==> config.mk <==
export PLATFORM = sky130hd
export DESIGN_NAME = calc_digits
export DESIGN_NICKNAME = d
export VERILOG_FILES = /design/src/rtl/calc_digits_pkg.sv /design/src/rtl/calc_digits_bin2bcd_seq.sv /design/src/rtl/calc_digits.sv
export SDC_FILE = /design/constraint.sdc
export NUM_CORES = 1
export LEC_CHECK = 0
export BUFFER_PORTS_ARGS = -buffer_cell sky130_fd_sc_hd__buf_2
export CORE_ASPECT_RATIO = 0.7
export CORE_MARGIN = 2
export CORE_UTILIZATION = 23
export CTS_BUF_LIST = sky130_fd_sc_hd__clkbuf_4 sky130_fd_sc_hd__clkbuf_8
export DETAILED_ROUTE_END_ITERATION = 8
export GPL_ROUTABILITY_DRIVEN = 1
export PLACE_DENSITY = 0.32
export SLEW_MARGIN = 25
export SYNTH_ARGS = -nofsm -noshare
export SYNTH_HDL_FRONTEND = slang
export SYNTH_SLANG_ARGS = --single-unit
==> constraint.sdc <==
create_clock -name clock -period 10.6 [get_ports clock]
set_clock_uncertainty 0.15 [all_clocks]
set_input_delay 0.53 -clock clock [delete_from_list [all_inputs] [get_ports clock]]
set_output_delay 0.53 -clock clock [all_outputs]
set_load 0.02 [all_outputs]
==> src/rtl/calc_digits_pkg.sv <==
// Shared types and encodings for the keypad calculator: FSM states,
// keypad command codes, status codes and the blank display digit.
package calc_digits_pkg;

    typedef enum logic [2:0] {
        StWaitA,
        StWaitB,
        StMul,
        StConv,
        StPrint,
        StErr
    } state_e;

    localparam logic [3:0] CMD_ADD = 4'd10;
    localparam logic [3:0] CMD_SUB = 4'd11;
    localparam logic [3:0] CMD_MUL = 4'd12;
    localparam logic [3:0] CMD_CLR = 4'd13;
    localparam logic [3:0] CMD_EQ  = 4'd14;
    localparam logic [3:0] CMD_BS  = 4'd15;

    localparam logic [1:0] STATUS_ERR   = 2'b00;
    localparam logic [1:0] STATUS_BUSY  = 2'b01;
    localparam logic [1:0] STATUS_READY = 2'b10;
    localparam logic [1:0] STATUS_PRINT = 2'b11;

    localparam logic [3:0] BLANK = 4'hF;

endpackage

==> src/rtl/calc_digits_bin2bcd_seq.sv <==
// Iterative double-dabble: converts a W-bit binary value to NDIG BCD digits,
// one input bit per cycle, W cycles from start_i to done_o.
module bin2bcd_seq #(
    parameter int unsigned W    = 27,
    parameter int unsigned NDIG = 8
) (
    input  logic              clock,
    input  logic              reset,
    input  logic              start_i,
    input  logic [W-1:0]      bin_i,
    output logic              done_o,
    output logic [NDIG*4-1:0] bcd_o
);

    localparam int unsigned CW = $clog2(W + 1);

    logic [W-1:0]      sh_q, sh_d;
    logic [NDIG*4-1:0] bcd_q, bcd_d;
    logic [CW-1:0]     cnt_q, cnt_d;
    logic              busy_q, busy_d;

    function automatic logic [NDIG*4-1:0] dabble(input logic [NDIG*4-1:0] b, input logic bit_in);
        logic [NDIG*4-1:0] a;
        for (int unsigned i = 0; i < NDIG; i++) begin
            a[4*i +: 4] = (b[4*i +: 4] >= 4'd5) ? b[4*i +: 4] + 4'd3 : b[4*i +: 4];
        end
        return {a[NDIG*4-2:0], bit_in};
    endfunction

    // The load cycle already shifts in the MSB, so W-1 further cycles finish the job.
    always_comb begin
        sh_d   = sh_q;
        bcd_d  = bcd_q;
        cnt_d  = cnt_q;
        busy_d = busy_q;
        if (start_i) begin
            bcd_d  = dabble('0, bin_i[W-1]);
            sh_d   = bin_i << 1;
            cnt_d  = CW'(W - 1);
            busy_d = 1'b1;
        end else if (busy_q) begin
            if (cnt_q == '0) begin
                busy_d = 1'b0;
            end else begin
                bcd_d = dabble(bcd_q, sh_q[W-1]);
                sh_d  = sh_q << 1;
                cnt_d = cnt_q - 1'b1;
            end
        end
    end

    always_ff @(posedge clock or posedge reset) begin
        if (reset) begin
            sh_q   <= '0;
            bcd_q  <= '0;
            cnt_q  <= '0;
            busy_q <= 1'b0;
        end else begin
            sh_q   <= sh_d;
            bcd_q  <= bcd_d;
            cnt_q  <= cnt_d;
            busy_q <= busy_d;
        end
    end

    assign done_o = busy_q && (cnt_q == '0);
    assign bcd_o  = bcd_q;

endmodule

==> src/rtl/calc_digits.sv <==
// Keypad calculator: decimal operand entry, + - *, BCD scan-out to the display.
// Build option CALC_DIGITS_NEG_EN enables signed subtraction and the neg output.
module calc_digits
    import calc_digits_pkg::*;
#(
    parameter int unsigned NDIG = 8,
    parameter int unsigned W    = 27
) (
    input  logic                    clock,
    input  logic                    reset,
    input  logic [3:0]              cmd_i,
    input  logic                    cmd_valid_i,
    output logic [1:0]              status_o,
    output logic [3:0]              data_o,
    output logic [$clog2(NDIG)-1:0] pos_o,
    output logic                    neg_o
);

    localparam int unsigned PW   = $clog2(NDIG);
    localparam int unsigned CNTW = $clog2(NDIG + 1);
    localparam int unsigned MCW  = $clog2(W);
    localparam logic [2*W-1:0] MaxVal = (2*W)'(10**NDIG - 1);

`ifdef CALC_DIGITS_NEG_EN
    localparam bit NegEn = 1'b1;
`else
    localparam bit NegEn = 1'b0;
`endif

    state_e            state_q;
    logic [W-1:0]      a_q, entry_q, mplier_q;
    logic [2*W-1:0]    prod_q, mcand_q;
    logic [MCW-1:0]    mcnt_q;
    logic [3:0]        op_q, data_q;
    logic [CNTW-1:0]   cnt_q;
    logic [PW-1:0]     pos_q, msd_q;
    logic              neg_q, res_q, in_b_q;

    logic              acc, is_dig, is_op, a_lt_b;
    logic              go_conv, go_err, go_mul, conv_done;
    logic [W-1:0]      entry_dig, entry_bs, diff, conv_val;
    logic [W:0]        sum;
    logic [2*W-1:0]    prod_nx;
    logic [NDIG*4-1:0] conv_bcd;
    logic [PW-1:0]     msd_c, pos_nx;
    logic [3:0]        dig_nx;

    always_comb begin
        acc = cmd_valid_i && ((state_q == StWaitA) || (state_q == StWaitB) ||
                              ((state_q == StErr) && (cmd_i == CMD_CLR)));
        is_dig    = cmd_i <= 4'd9;
        is_op     = (cmd_i == CMD_ADD) || (cmd_i == CMD_SUB) || (cmd_i == CMD_MUL);
        entry_dig = res_q ? W'(cmd_i) : entry_q * W'(10) + W'(cmd_i);
        entry_bs  = entry_q / W'(10);
        sum       = {1'b0, a_q} + {1'b0, entry_q};
        a_lt_b    = a_q < entry_q;
        diff      = a_lt_b ? entry_q - a_q : a_q - entry_q;
        prod_nx   = prod_q + (mplier_q[0] ? mcand_q : '0);

        go_conv  = 1'b0;
        go_err   = 1'b0;
        go_mul   = 1'b0;
        conv_val = '0;
        if (state_q == StMul) begin
            if (mcnt_q == MCW'(W - 1)) begin
                if (prod_nx > MaxVal) begin
                    go_err = 1'b1;
                end else begin
                    go_conv  = 1'b1;
                    conv_val = prod_nx[W-1:0];
                end
            end
        end else if (acc) begin
            if (cmd_i == CMD_CLR) begin
                go_conv = 1'b1;
            end else if (is_dig) begin
                if (res_q || (cnt_q < CNTW'(NDIG))) begin
                    go_conv  = 1'b1;
                    conv_val = entry_dig;
                end
            end else if (cmd_i == CMD_BS) begin
                go_conv  = 1'b1;
                conv_val = entry_bs;
            end else if (is_op) begin
                if ((state_q == StWaitB) || (NegEn && neg_q)) go_err = 1'b1;
                else go_conv = 1'b1;
            end else if (state_q == StWaitB) begin
                case (op_q)
                    CMD_ADD: begin
                        if ((2*W)'(sum) > MaxVal) go_err = 1'b1;
                        else begin
                            go_conv  = 1'b1;
                            conv_val = sum[W-1:0];
                        end
                    end
                    CMD_SUB: begin
                        if (a_lt_b && !NegEn) go_err = 1'b1;
                        else begin
                            go_conv  = 1'b1;
                            conv_val = diff;
                        end
                    end
                    default: go_mul = 1'b1;
                endcase
            end
        end
    end

    // Position of the most significant non-zero digit; digits above it print blank.
    always_comb begin
        msd_c = '0;
        for (int unsigned k = 1; k < NDIG; k++) begin
            if (conv_bcd[4*k +: 4] != 4'd0) msd_c = PW'(k);
        end
        pos_nx = pos_q + 1'b1;
        dig_nx = (pos_nx > msd_q) ? BLANK : conv_bcd[{pos_nx, 2'b00} +: 4];
    end

    bin2bcd_seq #(
        .W   (W),
        .NDIG(NDIG)
    ) u_bin2bcd (
        .clock  (clock),
        .reset  (reset),
        .start_i(go_conv),
        .bin_i  (conv_val),
        .done_o (conv_done),
        .bcd_o  (conv_bcd)
    );

    always_ff @(posedge clock or posedge reset) begin
        if (reset) begin
            state_q  <= StWaitA;
            a_q      <= '0;
            entry_q  <= '0;
            mplier_q <= '0;
            prod_q   <= '0;
            mcand_q  <= '0;
            mcnt_q   <= '0;
            op_q     <= '0;
            data_q   <= '0;
            cnt_q    <= '0;
            pos_q    <= '0;
            msd_q    <= '0;
            neg_q    <= 1'b0;
            res_q    <= 1'b0;
            in_b_q   <= 1'b0;
        end else begin
            case (state_q)
                StWaitA, StWaitB, StErr: begin
                    if (acc) begin
                        if (cmd_i == CMD_CLR) begin
                            a_q     <= '0;
                            entry_q <= '0;
                            op_q    <= '0;
                            cnt_q   <= '0;
                            neg_q   <= 1'b0;
                            res_q   <= 1'b0;
                            in_b_q  <= 1'b0;
                        end else if (is_dig) begin
                            if (res_q) begin
                                entry_q <= entry_dig;
                                cnt_q   <= CNTW'(1);
                                neg_q   <= 1'b0;
                                res_q   <= 1'b0;
                            end else if (go_conv) begin
                                entry_q <= entry_dig;
                                cnt_q   <= cnt_q + 1'b1;
                            end
                        end else if (cmd_i == CMD_BS) begin
                            entry_q <= entry_bs;
                            res_q   <= 1'b0;
                            if (cnt_q != '0) cnt_q <= cnt_q - 1'b1;
                        end else if (is_op) begin
                            if (!go_err) begin
                                a_q     <= entry_q;
                                op_q    <= cmd_i;
                                entry_q <= '0;
                                cnt_q   <= '0;
                                res_q   <= 1'b0;
                                in_b_q  <= 1'b1;
                            end
                        end else if (state_q == StWaitB) begin
                            if (go_mul) begin
                                mcand_q  <= {{W{1'b0}}, a_q};
                                mplier_q <= entry_q;
                                prod_q   <= '0;
                                mcnt_q   <= '0;
                            end else if (go_conv) begin
                                entry_q <= conv_val;
                                neg_q   <= NegEn && (op_q == CMD_SUB) && a_lt_b;
                                res_q   <= 1'b1;
                                in_b_q  <= 1'b0;
                            end
                        end
                        if (go_err)       state_q <= StErr;
                        else if (go_mul)  state_q <= StMul;
                        else if (go_conv) state_q <= StConv;
                    end
                end
                StMul: begin
                    prod_q   <= prod_nx;
                    mcand_q  <= mcand_q << 1;
                    mplier_q <= mplier_q >> 1;
                    mcnt_q   <= mcnt_q + 1'b1;
                    if (go_err) begin
                        state_q <= StErr;
                    end else if (go_conv) begin
                        entry_q <= conv_val;
                        neg_q   <= 1'b0;
                        res_q   <= 1'b1;
                        in_b_q  <= 1'b0;
                        state_q <= StConv;
                    end
                end
                StConv: begin
                    if (conv_done) begin
                        state_q <= StPrint;
                        pos_q   <= '0;
                        data_q  <= conv_bcd[3:0];
                        msd_q   <= msd_c;
                        // A fresh result takes its digit count from the converted value.
                        if (res_q) cnt_q <= (conv_bcd == '0) ? '0 : CNTW'(msd_c) + 1'b1;
                    end
                end
                StPrint: begin
                    if (pos_q == PW'(NDIG - 1)) begin
                        state_q <= in_b_q ? StWaitB : StWaitA;
                    end else begin
                        pos_q  <= pos_nx;
                        data_q <= dig_nx;
                    end
                end
                default: state_q <= StErr;
            endcase
        end
    end

    always_comb begin
        case (state_q)
            StWaitA, StWaitB: status_o = STATUS_READY;
            StMul, StConv:    status_o = STATUS_BUSY;
            StPrint:          status_o = STATUS_PRINT;
            default:          status_o = STATUS_ERR;
        endcase
    end

    assign data_o = data_q;
    assign pos_o  = pos_q;
`ifdef CALC_DIGITS_NEG_EN
    assign neg_o = neg_q;
`else
    assign neg_o = 1'b0;
`endif

endmodule

==> summary.md, run 1 <==
| Metric | Value |
|---|---|
| Yosys Warn Count | 0 |
| Slowest CP cell | dfrtp_1 |
| Startpoint Class | register |
| Total CTS buffers | 56 |
| # IOs | 17 |
| CP Capture Type | register |
| Minimum clock period | 9.99 ns |
| Final Worst Setup Slack | 0.614 ns |
| Effective utilization at floorplan | 23.2% |
| Fmax | 0.100 GHz |
| Vias in the first global route | 23400 |
| DRC | 0 |
| Slew Viols, Final | 0 |
| Hold crit path type | primary input to register |
| EDFF count, synth | 0 |
| Avg Inst Size Synth | 8.23 µm² |
| Largest net degree at the start of global routing | 127 |
| Share of flip-flops with an asynchronous set or reset | 100% |
| Slew HR | 32.3% |
| Core area | 109000 µm² |
| Crit path DAT | 10.40 ns |
| Distinct cells, synth | 112 |
| Final ANT Viol Nets | 0 |
| Post-Syn Instances | 3073 |
| CTS Buffer Depth | 3 |
| CP required | 11.01 ns |
| Mapped cell area | 25300 µm² |
| Placed Cells | 4414 |
| RSZ-0062 raised after global routing | false |
| Initial antenna violation count | 3 |
| Critical path type | register to register |
| Gr usage total | 17.5% |
| P&R area growth vs syn | 12.5% |
| Commonest non-fill, non-tap cell in the layout | dfrtp_1 |
| WL/cell | 22.2 µm |
| Worst-Margin Slew | 1.01 ns |
| Sequential area share after synthesis | 27.8% |
| 1st-pass router iterations | 8 |
| Die Height | 281 µm |
| Max cap viols | 0 |
| Final Hold Fails | 0 |
| Top FF cell, synth | dfrtp_1 |
| Place WS | 0.470 ns |
| Met1 Use GR | 27.6% |
| H-tree Lvls | 2 |
| Sink Count | 281 |
| Clock Tree Root | clkbuf_8 |
| Final WL | 100 mm |
| M3 GR Usage | 2.15% |
| Most frequent cells in the layout | dfrtp_1, nand2_1, a21oi_1 |
| Yosys top cell area share | 27.8% |
| Grt ovf | 0 |
| Clk pin slew, worst setup/hold paths | 0.06 ns |
| Dominant cell type by area after synthesis | dfrtp_1 |
| Final setup viols | 0 |
| Nets | 3240 |
| Flops & latches, synth | 281 |
| Status | finished, final reports clean |
| Layout Cells excl Fill | 4522 |
| Gpl congestion | 0.835 |
| Most used cell, CP | nand2_1 |
| Share of cells above drive strength 1 | 9.89% |
| Die area | 113000 µm² |
| Total negative setup slack | 0 ns |
| Final core utilization | 26.1% |
| TritonCTS clock tree | built |
| Initial DRC count | 1916 |
| Vias/cell | 5.28 |
| GRT Max-Usage Layer | met1 |
| Die X | 400 µm |
| Ranking of synthesized cells by area | dfrtp_1, ha_1, a21oi_1 |
| Post-route clock period utilization | 94.2% |
| Hpwl dp | 72.9 mm |
| Count of buffer and inverter cells on the critical path | 0 |
| Rows | 101 |
| Critical Path Fanout Max | 17 |
| Grt met2 use | 25.0% |
| Crit-path max cell delay | 0.63 ns |
| Synth Net Count | 3275 |
| Clk Latency, worst-skew pair | 0.73 ns |
| Vias | 23900 |
| First-pass GRT wire length | 153 mm |
| Critical path's top delay family | compound AO/OA/AOI/OAI gates |
| Port bufs | 15 |
-- cell type report --
type	count	area, µm²
repair buffers	96	756
diodes	6	15.0
flip-flops and latches	281	7030
well taps	1442	1800
clock inverters	13	135
fillers	11700	80400
clock buffers	81	1040
inverters	220	833
multi-input cells	2383	16800
-- stage by stage --
step	area [µm²]	hold WS, ns
final	28400	0.0719
after detailed placement	27100	0.321
after CTS	28300	0.0139
after global placement	27100	0.312
after global routing	28400	0.0420
after floorplan	25300	0.292
-- state kept, by name (all words and copies together), names as in the netlist, 3 cells and up --
name and flops:
a_q 27, cnt_q 4, data_o 4, entry_q 27, mcand_q 54, mcnt_q 5
mplier_q 27, msd_q 3, op_q 4, pos_o 3, prod_q 54, state_q 3
u_bin2bcd.bcd_o 32, u_bin2bcd.cnt_q 5, u_bin2bcd.sh_q 26
-- metal layers --
metal  part of all wire, %  wire (µm)  up-vias
met5                     0          0        -
met4                   1.6       1640        0
met3                   4.3       4280       88
met2                    40      39900      545
met1                    54      54500    11900
li1                      -          -    11400
-- cell usage after synthesis, types with 11 or more instances --
cell / instances
dfrtp_1: 281
nand2_1: 267
a21oi_1: 231
nor2_1: 229
inv_1: 212
ha_1: 190
o21ai_0: 177
clkbuf_1: 166
xnor2_1: 87
and2_1: 77
a22o_1: 68
nor3_1: 68
mux2i_1: 63
nand3_1: 55
a222oi_1: 52
a21o_1: 51
o21bai_1: 45
o211ai_1: 40
a211oi_1: 36
nand2b_1: 33
xor2_1: 33
a311oi_1: 31
a2111oi_0: 28
a31oi_1: 27
a22oi_1: 24
nand4_1: 24
o221ai_1: 24
o31ai_1: 24
and3_1: 23
o21a_1: 23
a211o_1: 17
or2_2: 17
nor2b_1: 16
nor4_1: 16
o32ai_1: 16
or3_1: 16
nor3b_1: 15
nand3b_1: 12
o2111ai_1: 12
a221o_1: 11
-- worst register-to-register path, delay by kind of cell, from the launching register on --
family / cells / cell delay, ns
AOI/OAI and AO/OA: 18 / 6.35
and+or+nand+nor: 10 / 2.71
DFF: 1 / 0.63
-- path summary, 6_finish.rpt --
path | startpoint | endpoint | slack, ns | depth (start not counted)
min | cmd_i[0] | op_q[0] | 0.07 | 2
max reg2reg | entry_q[19] | entry_q[2] | 0.61 | 28
min in group asynchronous | reset | prod_q[50] | 0.34 | 3
min reg2reg | data_o[1] | data_o[1] | 0.33 | 2
max | entry_q[19] | entry_q[2] | 0.61 | 28
max in group asynchronous | reset | mplier_q[10] | 8.52 | 4
-- what timing repair did --
item                       4_1_cts  5_1_grt
hold buffers                     1        0
buffers inserted                 0        5
hold endpoints to repair        98        0
setup endpoints to repair        0       11
gates resized for setup          0       11
-- logic make-up after synthesis --
| family | Yosys count | synth area share, % |
|---|---|---|
| compound gates | 1074 | 30.6 |
| simple gates | 909 | 17.6 |
| buf+inv | 410 | 6.36 |
| flops | 281 | 27.8 |
| fa+ha+maj | 198 | 9.92 |
| xor+xnor | 121 | 4.22 |
| mux | 79 | 3.56 |
| other cells | 1 | 0.0148 |
Power of run 1 is left out: the tool's default activity adds up to more than one toggle a clock period on the data nets, which glitch-free logic cannot reach.
==> run 2: changes to the inputs <==
==> constraint.sdc (replaced) <==
create_clock -name clock -period 10.6 [get_ports clock]
set_clock_uncertainty 0.15 [all_clocks]
set_input_delay 1.06 -clock clock [delete_from_list [all_inputs] [get_ports clock]]
set_output_delay 1.06 -clock clock [all_outputs]
set_load 0.02 [all_outputs]
==> run 2 against run 1 <==
  * Die area did not move
  * First-iteration DRC count rose by 1.0%
  * Worst hold slack improved by 0.25 ns
  * Setup slack got worse by 0.053 ns
  * Design area barely moved
  * Register-to-register slack got worse by 0.05 ns
  * Critical path type unchanged
  * Largest cell class unchanged
==> summary.md, run 2 (synthesized netlist as in run 1, its figures left out) <==
| Metric | Value |
|---|---|
| Post-route clock period utilization | 94.7% (was 94.2%) |
| CTS Buffer Depth | 3 (unchanged) |
| Clock Tree Root | clkbuf_8 (unchanged) |
| Die Height | 281 µm (unchanged) |
| Total CTS buffers | 56 (unchanged) |
| Vias/cell | 5.30 (was 5.28) |
| CP Capture Type | register (unchanged) |
| Rows | 101 (unchanged) |
| CP required | 11.01 ns (about the same) |
| Core area | 109000 µm² (unchanged) |
| FF-to-FF path depth | 28 (unchanged) |
| Initial antenna violation count | 3 (unchanged) |
| Effective utilization at floorplan | 23.2% (unchanged) |
| Clk pin slew, worst setup/hold paths | 0.07 ns (was 0.06 ns) |
| Nets | 3239 (was 3240) |
| Hpwl dp | 72.9 mm (unchanged) |
| Fmax | 0.0996 GHz (was 0.100 GHz) |
| Slowest CP cell | dfrtp_1 (unchanged) |
| Filler cells | 11700 (about the same) |
| Die area | 113000 µm² (unchanged) |
| Final ANT Viol Nets | 0 (unchanged) |
| Final setup viols | 0 (unchanged) |
| Vias | 24000 (was 23900) |
| Gr usage total | 17.5% (unchanged) |
| Status | finished, final reports clean (unchanged) |
| Worst-Margin Slew | 1.01 ns (about the same) |
| Final Hold Fails | 0 (unchanged) |
| DRC | 0 (unchanged) |
| Crit path DAT | 10.45 ns (was 10.40 ns) |
| Total negative setup slack | 0 ns (unchanged) |
| 1st-pass router iterations | 7 (was 8) |
| Most frequent cells in the layout | dfrtp_1, nand2_1, a21oi_1 (unchanged) |
| Final core utilization | 26.1% (about the same) |
| Critical Path Fanout Max | 17 (unchanged) |
| TritonCTS clock tree | built (unchanged) |
| H-tree Lvls | 2 (unchanged) |
| Clk Latency, worst-skew pair | 0.73 ns (about the same) |
| Grt ovf | 0 (unchanged) |
| Die X | 400 µm (unchanged) |
| Minimum clock period | 10.04 ns (was 9.99 ns) |
| Critical path type | register to register (unchanged) |
| First-pass GRT wire length | 153 mm (unchanged) |
| Initial DRC count | 1936 (was 1916) |
| WL/cell | 22.2 µm (about the same) |
| # IOs | 17 (unchanged) |
| Largest net degree at the start of global routing | 127 (unchanged) |
| Commonest non-fill, non-tap cell in the layout | dfrtp_1 (unchanged) |
| Register area | 7030 µm² (unchanged) |
| Startpoint Class | register (unchanged) |
| Slew Viols, Final | 0 (unchanged) |
| Crit-path max cell delay | 0.63 ns (about the same) |
| Max cap viols | 0 (unchanged) |
| Share of cells above drive strength 1 | 9.89% (about the same) |
| Sink Count | 281 (unchanged) |
| Vias in the first global route | 23400 (unchanged) |
| Gpl congestion | 0.835 (unchanged) |
| Hold crit path type | primary input to asynchronous set/reset pin (was primary input to register) |
| RSZ-0062 raised after global routing | false (unchanged) |
| Multi-input gate area | 16800 µm² (unchanged) |
| Port bufs | 15 (unchanged) |
| P&R area growth vs syn | 12.4% (was 12.5%) |
| Slew HR | 32.3% (about the same) |
| Final WL | 100 mm (about the same) |
-- run 2: routing by layer --
| layer | part of all wire [%] | track usage (%) | wire [µm] |
|---|---|---|---|
| met1 | 54 | 27.6 | 54000 |
| met2 | 40 | 25.0 | 39800 |
| met3 | 4.8 | 2.16 | 4830 |
| met4 | 1.6 | 3.45 | 1630 |
| met5 | 0 | 0 | 0 |
-- run 2: critical path, delay by kind of cell (launching register included) --
| family | cells | cell delay, ns |
|---|---|---|
| compound gates | 20 | 6.60 |
| simple gates | 8 | 2.44 |
| flops | 1 | 0.63 |
-- run 2: what timing repair did --
action                                 4_1_cts  5_1_grt
gates resized for setup                      0       11
endpoints found under the hold margin        0        0
hold buffers                                 0        0
setup endpoints to repair                    0       11
setup buffers                                0        5
-- run 2: area by class of cell --
type	instances	area share (%)
inverter	220	2.93
sequential	281	24.7
tap	1442	6.35
clock inverter	13	0.475
timing repair buffer	95	2.62
clock buffer	81	3.66
multi-input combinational	2383	59.2
antenna	6	0.0528
-- run 2: final timing paths --
| path | start | slack, ns | endpoint |
|---|---|---|---|
| hold reg to reg | data_o[1] | 0.33 | data_o[1] |
| setup / recovery | entry_q[19] | 0.56 | entry_q[2] |
| hold / removal | reset | 0.32 | prod_q[50] |
| setup reg to reg | entry_q[19] | 0.56 | entry_q[2] |
| max in group asynchronous | reset | 8.53 | mplier_q[10] |
| min in group clock | data_o[1] | 0.33 | data_o[1] |
-- run 2: through the flow --
stage | worst slack [ns] | hold WS (ns) | std cells | area [µm²]
detailed placement | 0.470 | 0.321 | 4414 | 27100
global route | 0.00237 | 0.348 | 4518 | 28400
finish | 0.561 | 0.319 | 4521 | 28400
floorplan | 1.64 | 0.292 | 3073 | 25300
global placement | 0.453 | 0.312 | 4414 | 27100
CTS | 0.410 | 0.330 | 4508 | 28300
Power of run 2 is left out for the same reason.
